### config.mk
export PLATFORM = sky130hd
export DESIGN_NAME = debounce_sync_flat
export DESIGN_NICKNAME = d
export VERILOG_FILES = /design/src/rtl/debounce_pkg.sv /design/src/rtl/debounce_sync_if.sv /design/src/rtl/debounce_channel.sv /design/src/rtl/debounce_sync.sv /design/src/flat_wrapper.sv
export SDC_FILE = /design/constraint.sdc
export NUM_CORES = 1
export LEC_CHECK = 0
export CAP_MARGIN = 20
export CELL_PAD_IN_SITES_DETAIL_PLACEMENT = 1
export CELL_PAD_IN_SITES_GLOBAL_PLACEMENT = 2
export CORE_MARGIN = 1
export CORE_UTILIZATION = 34
export DETAILED_ROUTE_END_ITERATION = 12
export PLACE_DENSITY_LB_ADDON = 0.1
export RECOVER_POWER = 50
export SYNTH_ARGS = -nofsm -noshare
export SYNTH_HDL_FRONTEND = slang
export SYNTH_SLANG_ARGS = --single-unit
export TNS_END_PERCENT = 20
### constraint.sdc
create_clock -name clk -period 2.9 [get_ports clk]
set_input_delay 0.435 -clock clk [delete_from_list [all_inputs] [get_ports clk]]
set_output_delay 0.435 -clock clk [all_outputs]
set_load 0.01 [all_outputs]
### src/rtl/debounce_pkg.sv
// Shared types and constants for the two-channel input conditioner.
package debounce_pkg;

  typedef enum logic {
    IDLE  = 1'b0,
    CHECK = 1'b1
  } state_t;

  localparam int DEBOUNCE_CYCLES_DEFAULT = 4;
  localparam int N_CANAIS                = 2;

  // Counter width for a given debounce length; never collapses below one bit.
  function automatic int cnt_width(input int cycles);
    return (cycles < 2) ? 1 : $clog2(cycles);
  endfunction

endpackage

### src/rtl/debounce_sync_if.sv
// Raw inputs in, clean levels and pending-change flags out.
interface debounce_sync_if;
  import debounce_pkg::*;

  logic [N_CANAIS-1:0] raw;
  logic [N_CANAIS-1:0] limpo;
  logic [N_CANAIS-1:0] instavel;

  modport master (output raw, input limpo, input instavel);
  modport slave  (input raw, output limpo, output instavel);
endinterface

### src/rtl/debounce_channel.sv
// One channel: two-flop synchroniser feeding an IDLE/CHECK debounce FSM.
module debounce_channel
  import debounce_pkg::*;
#(
  parameter int DEBOUNCE_CYCLES = DEBOUNCE_CYCLES_DEFAULT
) (
  input  logic clk,
  input  logic rst,
  input  logic raw,
  output logic limpo,
  output logic instavel
);

  localparam int                CNT_W   = cnt_width(DEBOUNCE_CYCLES);
  localparam logic [CNT_W-1:0]  CNT_MAX = CNT_W'(DEBOUNCE_CYCLES - 1);

  logic             sync1;
  logic             sync2;
  state_t           state;
  logic [CNT_W-1:0] cnt;

  // Any sample agreeing with limpo while in CHECK discards all progress.
  always_ff @(posedge clk) begin
    if (rst) begin
      sync1    <= 1'b0;
      sync2    <= 1'b0;
      state    <= IDLE;
      cnt      <= '0;
      limpo    <= 1'b0;
      instavel <= 1'b0;
    end else begin
      sync1 <= raw;
      sync2 <= sync1;
      case (state)
        IDLE: begin
          if (sync2 != limpo) begin
            state    <= CHECK;
            cnt      <= CNT_W'(1);
            instavel <= 1'b1;
          end else begin
            cnt      <= '0;
            instavel <= 1'b0;
          end
        end
        CHECK: begin
          if (sync2 == limpo) begin
            state    <= IDLE;
            cnt      <= '0;
            instavel <= 1'b0;
          end else if (cnt == CNT_MAX) begin
            limpo    <= sync2;
            state    <= IDLE;
            cnt      <= '0;
            instavel <= 1'b0;
          end else begin
            cnt <= cnt + CNT_W'(1);
          end
        end
        default: begin
          state    <= IDLE;
          cnt      <= '0;
          instavel <= 1'b0;
        end
      endcase
    end
  end

endmodule

### src/rtl/debounce_sync.sv
// Two independent debounce channels driving the edge detector's entrada.
module debounce_sync
  import debounce_pkg::*;
#(
  parameter int DEBOUNCE_CYCLES = DEBOUNCE_CYCLES_DEFAULT
) (
  input  logic           clk,
  input  logic           rst,
  debounce_sync_if.slave bus
);

  logic [N_CANAIS-1:0] limpo;
  logic [N_CANAIS-1:0] instavel;

  for (genvar i = 0; i < N_CANAIS; i++) begin : g_ch
    debounce_channel #(
      .DEBOUNCE_CYCLES (DEBOUNCE_CYCLES)
    ) u_ch (
      .clk      (clk),
      .rst      (rst),
      .raw      (bus.raw[i]),
      .limpo    (limpo[i]),
      .instavel (instavel[i])
    );
  end

  assign bus.limpo    = limpo;
  assign bus.instavel = instavel;

endmodule

### src/flat_wrapper.sv
// flat-port wrapper written by rule: the top's interface ports become plain ports
module debounce_sync_flat import debounce_pkg::*;
#(
  parameter int DEBOUNCE_CYCLES = DEBOUNCE_CYCLES_DEFAULT
)
  (clk, rst, bus_raw, bus_limpo, bus_instavel);
  debounce_sync_if bus_i ();
  input  logic clk;
  input  logic rst;
  input wire logic [$bits(bus_i.raw)-1:0] bus_raw;
  output wire logic [$bits(bus_i.limpo)-1:0] bus_limpo;
  output wire logic [$bits(bus_i.instavel)-1:0] bus_instavel;
  assign bus_i.raw = bus_raw;
  assign bus_limpo = bus_i.limpo;
  assign bus_instavel = bus_i.instavel;
  debounce_sync #(.DEBOUNCE_CYCLES(DEBOUNCE_CYCLES)) u_core (.clk(clk), .rst(rst), .bus(bus_i));
endmodule
==> run summary, run 1 <==
drt initial violations -> 4
WL/cell -> 11.8 um
TritonCTS buffer count -> 3
Final Net Count -> 60
Post-CTS Setup Bufs -> 0
vias per cell -> 5.10
first-pass GRT wire length -> 1350 um
area grow syn2layout -> 13.4%
CP Max Fanout -> 3
final worst path period share -> 0.554
critical path's top delay family -> buffers and inverters
Max Fclk -> 0.622 GHz
share of layout cells above drive strength 1 -> 0.154
total grt overflow -> 0
Buffers on Ports -> 7
Max Root-Sink Buffers -> 2
critical path capture point type -> output port
Setup violations, final -> 0
status -> complete, no violations
Post-synth EDFFs -> 0
largest net degree at the start of global routing -> 15
clk_lat worst skew -> 260 ps
Crit path depth -> 1
Die X -> 41.6 um
Clock Sinks -> 14
P_leak -> 0.211 nW
CP Data Arrival Time -> 1170 ps
Worst-Margin Slew -> 519 ps
Multi-input gate area -> 213 um^2
unrepaired setup endpoints after global routing -> no
syn_area_per_cell -> 11.3 um^2
Post-Synthesis Cells -> 47
drt pass-1 iters -> 2
WL final -> 791 um
asr flop ratio synth -> 0
initial core utilization -> 0.386
Final ANT Viol Nets -> 0
Fillers -> 155
# resized after CTS -> 0
Min-Delay Path Class -> register to register
Pwr Density -> 516 nW/um^2
setup tns final -> 0 ps
fin. max-slew vios -> 0
CTS tree -> done
antenna cell count -> 0
Seq cells post-synth -> 14
root buffer cell -> clkbuf_4
Die Height -> 41.6 um
Clock Skew -> 0.770 ps
Post-Syn Nets -> 53
post-route minimum period -> 1610 ps
Buf/Inv on CP -> 1
Ports -> 8
CP required -> 2470 ps
synthesis warning total -> 0
reg2reg path depth -> 3
vias in the first global route -> 311
Worst IR Drop VDD -> 0.282 mV
hold_buf cts -> 0
storage element area -> 280 um^2
Remaining DRCs -> 0
Hold Fails Final Rpt -> 0
commonest non-fill, non-tap cell in the layout -> dfxtp_1
initial antenna violation count -> 0
Seq/Total Area, Yosys -> 0.526
Rel. slew slack -> 0.653
Synth Cell Area -> 533 um^2
area of the core -> 1380 um^2
standard-cell rows -> 13
routed via count -> 342
htree depth -> 1
placer congestion estimate -> 0.581
crit path max-delay cell type -> clkdlybuf4s50_1
commonest cells after routing, fill and taps aside -> dfxtp_1 (14), clkdlybuf4s50_1 (6), nor2b_1 (4)
Total Routing Usage GR -> 0.102
worst hold path depth -> 1
Worst setup SP type -> register
minimum hold slack -> 452 ps
critical path class -> register to output port
Primary FF master, synth -> dfxtp_1
cells along the critical path -> clkdlybuf4s50_1
Cell variety after synth -> 16
Clock transition at path regs -> 70 ps
max-cap viol count -> 0
crit-path max cell delay -> 560 ps
full die area -> 1730 um^2
[cell type report]
cell class	instances	area share
clock buffers	3	0.0373
repair buffers	7	0.116
multi-input cells	28	0.352
well taps	15	0.0311
flip-flops and latches	14	0.464
[sequential cells by signal, indices dropped and copies added, names as in the netlist]
register	count
u_core.g_ch.u_ch.sync1	2
u_core.g_ch.u_ch.instavel	2
u_core.g_ch.u_ch.limpo	2
u_core.g_ch.u_ch.sync2	2
u_core.g_ch.u_ch.cnt	4
u_core.g_ch.u_ch.state	2
[cell families (layout without fill, tap and decap cells)]
kind of cell | count (synthesis) | count (layout) | share of synthesized area
AOI/OAI and AO/OA | 10 | 10 | 0.160
xor gates and xnor gates | 2 | 2 | 0.0329
adders and majority gates | 2 | 2 | 0.0469
buffers and inverters | 5 | 10 | 0.0657
DFF | 14 | 14 | 0.526
and+or+nand+nor | 14 | 14 | 0.169
[through the flow]
stage	util	cells	setup WS, ps	power, mW	instance area (um^2)
2_1_floorplan	-	47	1940	0.214	533
3_3_place_gp	0.424	64	1400	0.219	587
3_5_place_dp	0.424	64	1320	0.221	587
4_1_cts	0.441	67	1270	0.320	609
5_1_grt	0.437	67	1240	0.331	604
6_report	0.437	67	1290	0.312	604
[path summary, 6_finish.rpt]
check	from	endpoint	slack [ps]
min	u_core.g_ch[0].u_ch.sync1$_SDFF_PP0_	u_core.g_ch[0].u_ch.sync2$_SDFF_PP0_	450
max	u_core.g_ch[1].u_ch.limpo$_SDFFE_PP0P_	bus_limpo[1]	1290
max reg2reg	u_core.g_ch[1].u_ch.cnt[0]$_SDFF_PP0_	u_core.g_ch[1].u_ch.instavel$_SDFFE_PP0P_	1790
min reg2reg	u_core.g_ch[0].u_ch.sync1$_SDFF_PP0_	u_core.g_ch[0].u_ch.sync2$_SDFF_PP0_	450
[metal layers]
| layer | part of all wire | up-vias | GRT usage |
|---|---|---|---|
| met3 | 0.044 | 0 | 0.0261 |
| met4 | 0 | 0 | 0.0387 |
| li1 | - | 172 | - |
| met5 | 0 | - | 0 |
| met2 | 0.53 | 6 | 0.169 |
| met1 | 0.42 | 164 | 0.125 |
[report_power, final]
part	total (mW)	internal, mW	leakage, nW	switching [mW]
Sequential	0.200	0.197	0.114	0.00302
Combinational	0.0149	0.00798	0.0828	0.00691
Clock	0.0970	0.0478	0.0138	0.0493
Total	0.312	0.253	0.211	0.0592
[synthesized netlist by cell type, drive strengths merged, types with 4 or more instances]
library cell,n,share of area
nor2b,4,0.047
a211oi,4,0.075
buf,5,0.066
dfxtp,14,0.53
Power figures use the tool's default switching activity.
==> inputs of run 2 (changes only) <==
--- a/config.mk
+++ b/config.mk
@@ -9,7 +9,7 @@
 export CELL_PAD_IN_SITES_DETAIL_PLACEMENT = 1
 export CELL_PAD_IN_SITES_GLOBAL_PLACEMENT = 2
 export CORE_MARGIN = 1
-export CORE_UTILIZATION = 34
+export CORE_UTILIZATION = 32
 export DETAILED_ROUTE_END_ITERATION = 12
 export PLACE_DENSITY_LB_ADDON = 0.1
 export RECOVER_POWER = 50
==> constraint.sdc (replaced) <==
create_clock -name clk -period 1.66 [get_ports clk]
set_input_delay 0.249 -clock clk [delete_from_list [all_inputs] [get_ports clk]]
set_output_delay 0.249 -clock clk [all_outputs]
set_load 0.01 [all_outputs]
==> run 2 against run 1 <==
Effect of this change:
- power rose by 80%
- sequential cell count did not move
- first-iteration DRC count fell by 75%
- combinational power up 74%
- largest cell class unchanged
- final cell count increased by 1.5%
==> run summary, run 2 (same netlist as run 1, synthesis figures left out) <==
status -> complete, no violations
standard-cell rows -> 14 (+1)
crit-path max cell delay -> 550 ps (about the same)
Total Routing Usage GR -> 0.102 (+0.000571)
Pwr Total -> 0.562 mW (+80%)
max-cap viol count -> 0 (unchanged)
max FFs per register -> 4 (unchanged)
Max Root-Sink Buffers -> 2 (unchanged)
commonest cells after routing, fill and taps aside -> dfxtp_1 (14), clkdlybuf4s50_1 (6), nor2b_1 (4)
Worst IR Drop VDD -> 0.393 mV (+40%)
Hold Fails Final Rpt -> 0 (unchanged)
Worst-Margin Slew -> 551 ps (+32.0 ps)
area of the core -> 1520 um^2 (+10%)
Final ANT Viol Nets -> 0 (unchanged)
area grow syn2layout -> 13.6%
initial antenna violation count -> 0 (unchanged)
vias in the first global route -> 346 (+11%)
Worst setup SP type -> register
WL final -> 834 um (+5.4%)
CP Max Fanout -> 3 (unchanged)
Largest Register -> u_core.g_ch.u_ch.cnt
Pwr Density -> 927 nW/um^2 (+80%)
antenna cell count -> 0 (unchanged)
Die Height -> 42.8 um (+2.9%)
critical path's top delay family -> buffers and inverters
setup tns final -> 0 ps (unchanged)
unrepaired setup endpoints after global routing -> no
placer congestion estimate -> 0.654 (+13%)
root buffer cell -> clkbuf_4
Min-Delay Path Class -> register to register
Remaining DRCs -> 0 (unchanged)
commonest non-fill, non-tap cell in the layout -> dfxtp_1
vias per cell -> 5.35 (+4.9%)
share of layout cells above drive strength 1 -> 0.154 (unchanged)
Max Fclk -> 0.699 GHz
Die X -> 42.8 um (+2.9%)
hold_buf cts -> 0 (unchanged)
largest net degree at the start of global routing -> 15 (unchanged)
critical path class -> register to output port
Post-CTS Setup Bufs -> 0 (unchanged)
crit path max-delay cell type -> clkdlybuf4s50_1
WL/cell -> 12.3 um (+3.9%)
Fillers -> 180 (+16%)
Ports -> 8 (unchanged)
total grt overflow -> 0 (unchanged)
initial core utilization -> 0.350 (-0.0358)
P_leak -> 0.211 nW (unchanged)
fin util -> 0.397 (-0.0397)
final worst path period share -> 0.862
Clock Sinks -> 14 (unchanged)
TritonCTS buffer count -> 3 (unchanged)
first-pass GRT wire length -> 1350 um (unchanged)
drt initial violations -> 1 (-3)
fin. max-slew vios -> 0 (unchanged)
Clock Skew -> 0.265 ps (-0.505 ps)
FF-to-FF setup slack -> 560 ps (-1230 ps)
clk_lat worst skew -> 270 ps (about the same)
Buf/Inv on CP -> 1 (unchanged)
critical path capture point type -> output port
Setup violations, final -> 0 (unchanged)
htree depth -> 1 (unchanged)
CTS tree -> done
Buffers on Ports -> 7 (unchanged)
Final Net Count -> 60 (unchanged)
post-route minimum period -> 1430 ps
Clock transition at path regs -> 80 ps (about the same)
Rel. slew slack -> 0.632 (-0.0214)
drt pass-1 iters -> 2 (unchanged)
CP required -> 1410 ps (-1060 ps)
full die area -> 1830 um^2 (+5.9%)
cells along the critical path -> clkdlybuf4s50_1
CP Data Arrival Time -> 1180 ps (about the same)
routed via count -> 364 (+6.4%)
# resized after CTS -> 0 (unchanged)
## run 2: cell counts in the layout (fill, tap and decap cells not counted)
No cell type changed its count.
## run 2: layout make-up
cell class / instances / area (um^2) / share of cell area
clock buffers: 3 / 22.5 / 0.0372
multi-input cells: 28 / 213 / 0.351
flip-flops and latches: 14 / 280 / 0.463
well taps: 16 / 20.0 / 0.0331
repair buffers: 7 / 70.1 / 0.116
## run 2: power breakdown
group / switching, mW / leakage [nW] / internal (mW)
sequential: 0.00529 / 0.114 / 0.344
clock: 0.102 / 0.0138 / 0.0841
combinational: 0.0120 / 0.0828 / 0.0139
total: 0.120 / 0.211 / 0.442
## run 2: stage by stage
| stage | worst slack [ps] | hold slack, ps | instances | area [um^2] |
|---|---|---|---|---|
| after floorplan | 696 | 321 | 47 | 533 |
| after CTS | 201 | 451 | 68 | 611 |
| final | 229 | 442 | 68 | 606 |
| after detailed placement | 259 | 430 | 65 | 588 |
| after global routing | 184 | 464 | 68 | 606 |
| after global placement | 345 | 426 | 65 | 588 |
## run 2: final timing paths
path                                     startpoint                                   endpoint  depth (start not counted)
max          u_core.g_ch[0].u_ch.limpo$_SDFFE_PP0P_                               bus_limpo[0]                          1
min            u_core.g_ch[1].u_ch.sync1$_SDFF_PP0_       u_core.g_ch[1].u_ch.sync2$_SDFF_PP0_                          1
max reg2reg   u_core.g_ch[0].u_ch.cnt[0]$_SDFF_PP0_  u_core.g_ch[0].u_ch.instavel$_SDFFE_PP0P_                          3
min reg2reg    u_core.g_ch[1].u_ch.sync1$_SDFF_PP0_       u_core.g_ch[1].u_ch.sync2$_SDFF_PP0_                          1
## run 2: metal layers
metal,track usage,wire length (um),vias up
li1,-,-,175
met1,0.110,360,175
met2,0.161,411,9
met3,0.0255,32,5
met4,0.0938,29,0
met5,0,0,-
==> inputs of run 3 (changes only) <==
--- a/config.mk
+++ b/config.mk
@@ -15,5 +15,6 @@
 export RECOVER_POWER = 50
 export SYNTH_ARGS = -nofsm -noshare
 export SYNTH_HDL_FRONTEND = slang
+export SYNTH_HIERARCHICAL = 1
 export SYNTH_SLANG_ARGS = --single-unit
 export TNS_END_PERCENT = 20
==> run 3 against run 2 <==
Effect of this change:
- worst setup slack worse by 39 ps
- largest power group unchanged
- via count shrank 6.3%
- critical endpoint unchanged
- highest routed layer is now met3
- wire length increased by 4.6%
- clock skew about the same
- non-clock buffer count stayed put
- area after synthesis is 3.8% lower
- combinational power rose by 4%
==> run summary, run 3 <==
status -> complete, no violations
setup tns final -> 0 ps (unchanged)
commonest cells after routing, fill and taps aside -> dfxtp_1 (14), clkdlybuf4s50_1 (6), nor2b_1 (4)
most frequent cell after synthesis -> dfxtp_1
synthesis warning total -> 6 (+6)
Comb pwr share -> 0.048 (+0.002)
placer congestion estimate -> 0.653 (-0.18%)
Total Routing Usage GR -> 0.125 (+0.0228)
Final Non-Filler Cells -> 68 (unchanged)
Max Fclk -> 0.680 GHz (-2.7%)
Seq cells post-synth -> 14 (unchanged)
antenna cell count -> 0 (unchanged)
critical path's top delay family -> buffers and inverters
full die area -> 1770 um^2 (-3.6%)
Clock transition at path regs -> 80 ps (about the same)
Worst IR Drop VDD -> 0.436 mV (+11%)
drt pass-1 iters -> 1 (-1)
Die Height -> 42.0 um (-1.8%)
htree depth -> 1 (unchanged)
switch share -> 0.207 (-0.00631)
Fillers -> 169 (-6.1%)
Post-Layout Inst Area -> 621 um^2 (+2.5%)
Seq/Total Area, Yosys -> 0.546 (+0.0205)
initial antenna violation count -> 0 (unchanged)
Pwr Density -> 899 nW/um^2 (-3.0%)
WL final -> 872 um (+4.6%)
top cells by area, synth -> dfxtp_1 (55%), xnor2_2 (6.3%), a211oi_2 (4.9%)
Final ANT Viol Nets -> 0 (unchanged)
initial core utilization -> 0.341 (-0.00922)
Power Internal -> 0.443 mW (+0.17%)
CP Data Arrival Time -> 1220 ps (+40 ps)
TritonCTS buffer count -> 3 (unchanged)
critical path class -> register to output port
cell taking the most area after synthesis -> dfxtp_1
Buffers on Ports -> 7 (unchanged)
total grt overflow -> 0 (unchanged)
vias in the first global route -> 375 (+8.4%)
commonest non-fill, non-tap cell in the layout -> dfxtp_1
root buffer cell -> clkbuf_4
standard-cell rows -> 14 (unchanged)
Ports -> 8 (unchanged)
P_leak -> 0.214 nW (+1.7%)
Final Net Count -> 60 (unchanged)
share of layout cells above drive strength 1 -> 0.192 (+0.0385)
Buf/Inv on CP -> 1 (unchanged)
Post-CTS Setup Bufs -> 0 (unchanged)
clock share of power -> 0.324 (-0.008)
WL/cell -> 12.8 um (+4.6%)
Rel. slew slack -> 0.635 (+0.00362)
unrepaired setup endpoints after global routing -> no
Primary FF master, synth -> dfxtp_1
Setup violations, final -> 0 (unchanged)
max FFs per register -> 4 (unchanged)
vias per cell -> 5.01 (-6.3%)
Clock Sinks -> 14 (unchanged)
largest net degree at the start of global routing -> 15 (unchanged)
area of the core -> 1510 um^2 (-1.1%)
Post-synth EDFFs -> 0 (unchanged)
Die X -> 42.0 um (-1.8%)
critical path capture point type -> output port
Reg power frac -> 0.627 (+0.005)
Clock Skew -> 0.171 ps (-0.0944 ps)
max-cap viol count -> 0 (unchanged)
final worst path period share -> 0.886 (+0.0238)
placement-stage cell area -> 603 um^2 (+2.6%)
sw power -> 0.115 mW (-3.6%)
CTS tree -> done
Largest Register -> u_core/g_ch.u_ch/cnt
clk_lat worst skew -> 260 ps (about the same)
drt initial violations -> 0 (-1)
syn_area_per_cell -> 12.2 um^2 (+7.7%)
# resized after CTS -> 0 (unchanged)
asr flop ratio synth -> 0 (unchanged)
crit path max-delay cell type -> clkdlybuf4s50_1
Max Root-Sink Buffers -> 2 (unchanged)
fin. max-slew vios -> 0 (unchanged)
Worst-Margin Slew -> 545 ps (-5.41 ps)
Cell variety after synth -> 14 (-2)
# placed instances -> 65 (unchanged)
cells along the critical path -> clkdlybuf4s50_1
Synth Cell Area -> 513 um^2 (-3.8%)
most frequent cells after synthesis -> dfxtp_1 (14), nor2b_1 (4)
Post-Synthesis Cells -> 42 (-11%)
hold_buf cts -> 0 (unchanged)
Hold Fails Final Rpt -> 0 (unchanged)
first-pass GRT wire length -> 1640 um (+22%)
top-area cell type share of the netlist area -> 0.546 (+0.0205)
crit-path max cell delay -> 560 ps (about the same)
post-route minimum period -> 1470 ps (+39.5 ps)
Min-Delay Path Class -> register to register
routed via count -> 341 (-6.3%)
CP required -> 1410 ps (about the same)
CP Max Fanout -> 3 (unchanged)
Post-Syn Nets -> 48 (-9.4%)
area grow syn2layout -> 21.0%
Remaining DRCs -> 0 (unchanged)
Worst setup SP type -> register
==> run 3: path summary, 6_finish.rpt <==
| check | cells after the start | end | start | slack (ps) |
|---|---|---|---|---|
| max reg2reg | 3 | u_core/g_ch[0].u_ch/instavel$_SDFFE_PP0P_ | u_core/g_ch[0].u_ch/cnt[0]$_SDFF_PP0_ | 580 |
| max | 1 | bus_limpo[0] | u_core/g_ch[0].u_ch/limpo$_SDFFE_PP0P_ | 190 |
| min reg2reg | 1 | u_core/g_ch[1].u_ch/sync2$_SDFF_PP0_ | u_core/g_ch[1].u_ch/sync1$_SDFF_PP0_ | 460 |
| min | 1 | u_core/g_ch[1].u_ch/sync2$_SDFF_PP0_ | u_core/g_ch[1].u_ch/sync1$_SDFF_PP0_ | 460 |
==> run 3: per-layer routing <==
metal	GRT usage	vias to the layer above	part of all wire
met5	0	-	0
met3	0.0259	0	0.031
met4	0.0563	0	0
li1	-	173	-
met1	0.140	162	0.43
met2	0.225	6	0.54
==> run 3: cell type report <==
type	count	area (um^2)	share of cell area
clock buffer	3	22.5	0.0363
multi-input combinational	28	228	0.367
sequential	14	280	0.452
tap	16	20.0	0.0323
timing repair buffer	7	70.1	0.113
==> run 3: through the flow <==
step	power (mW)	utilization	hold slack, ps	setup WS (ps)
after floorplan	0.369	-	314	694
after global placement	0.384	0.400	426	345
after detailed placement	0.387	0.400	448	243
after CTS	0.564	0.415	468	178
after global routing	0.585	0.412	478	137
final	0.558	0.412	464	190
==> run 3: cell families after synthesis <==
| family | after synthesis | share of synthesized area |
|---|---|---|
| AOI/OAI and AO/OA | 10 | 0.166 |
| xor gates and xnor gates | 2 | 0.0634 |
| adders and majority gates | 2 | 0.0488 |
| DFF | 14 | 0.546 |
| and+or+nand+nor | 14 | 0.176 |
==> run 3: power by group through the flow <==
| stage | Combinational, mW | Sequential, mW | Clock (mW) |
|---|---|---|---|
| 2_1_floorplan | 0.0115 | 0.357 | 0 |
| 3_3_place_gp | 0.0268 | 0.357 | 0 |
| 3_5_place_dp | 0.0285 | 0.358 | 0 |
| 4_1_cts | 0.0285 | 0.350 | 0.185 |
| 5_1_grt | 0.0295 | 0.352 | 0.204 |
| 6_report | 0.0269 | 0.350 | 0.181 |
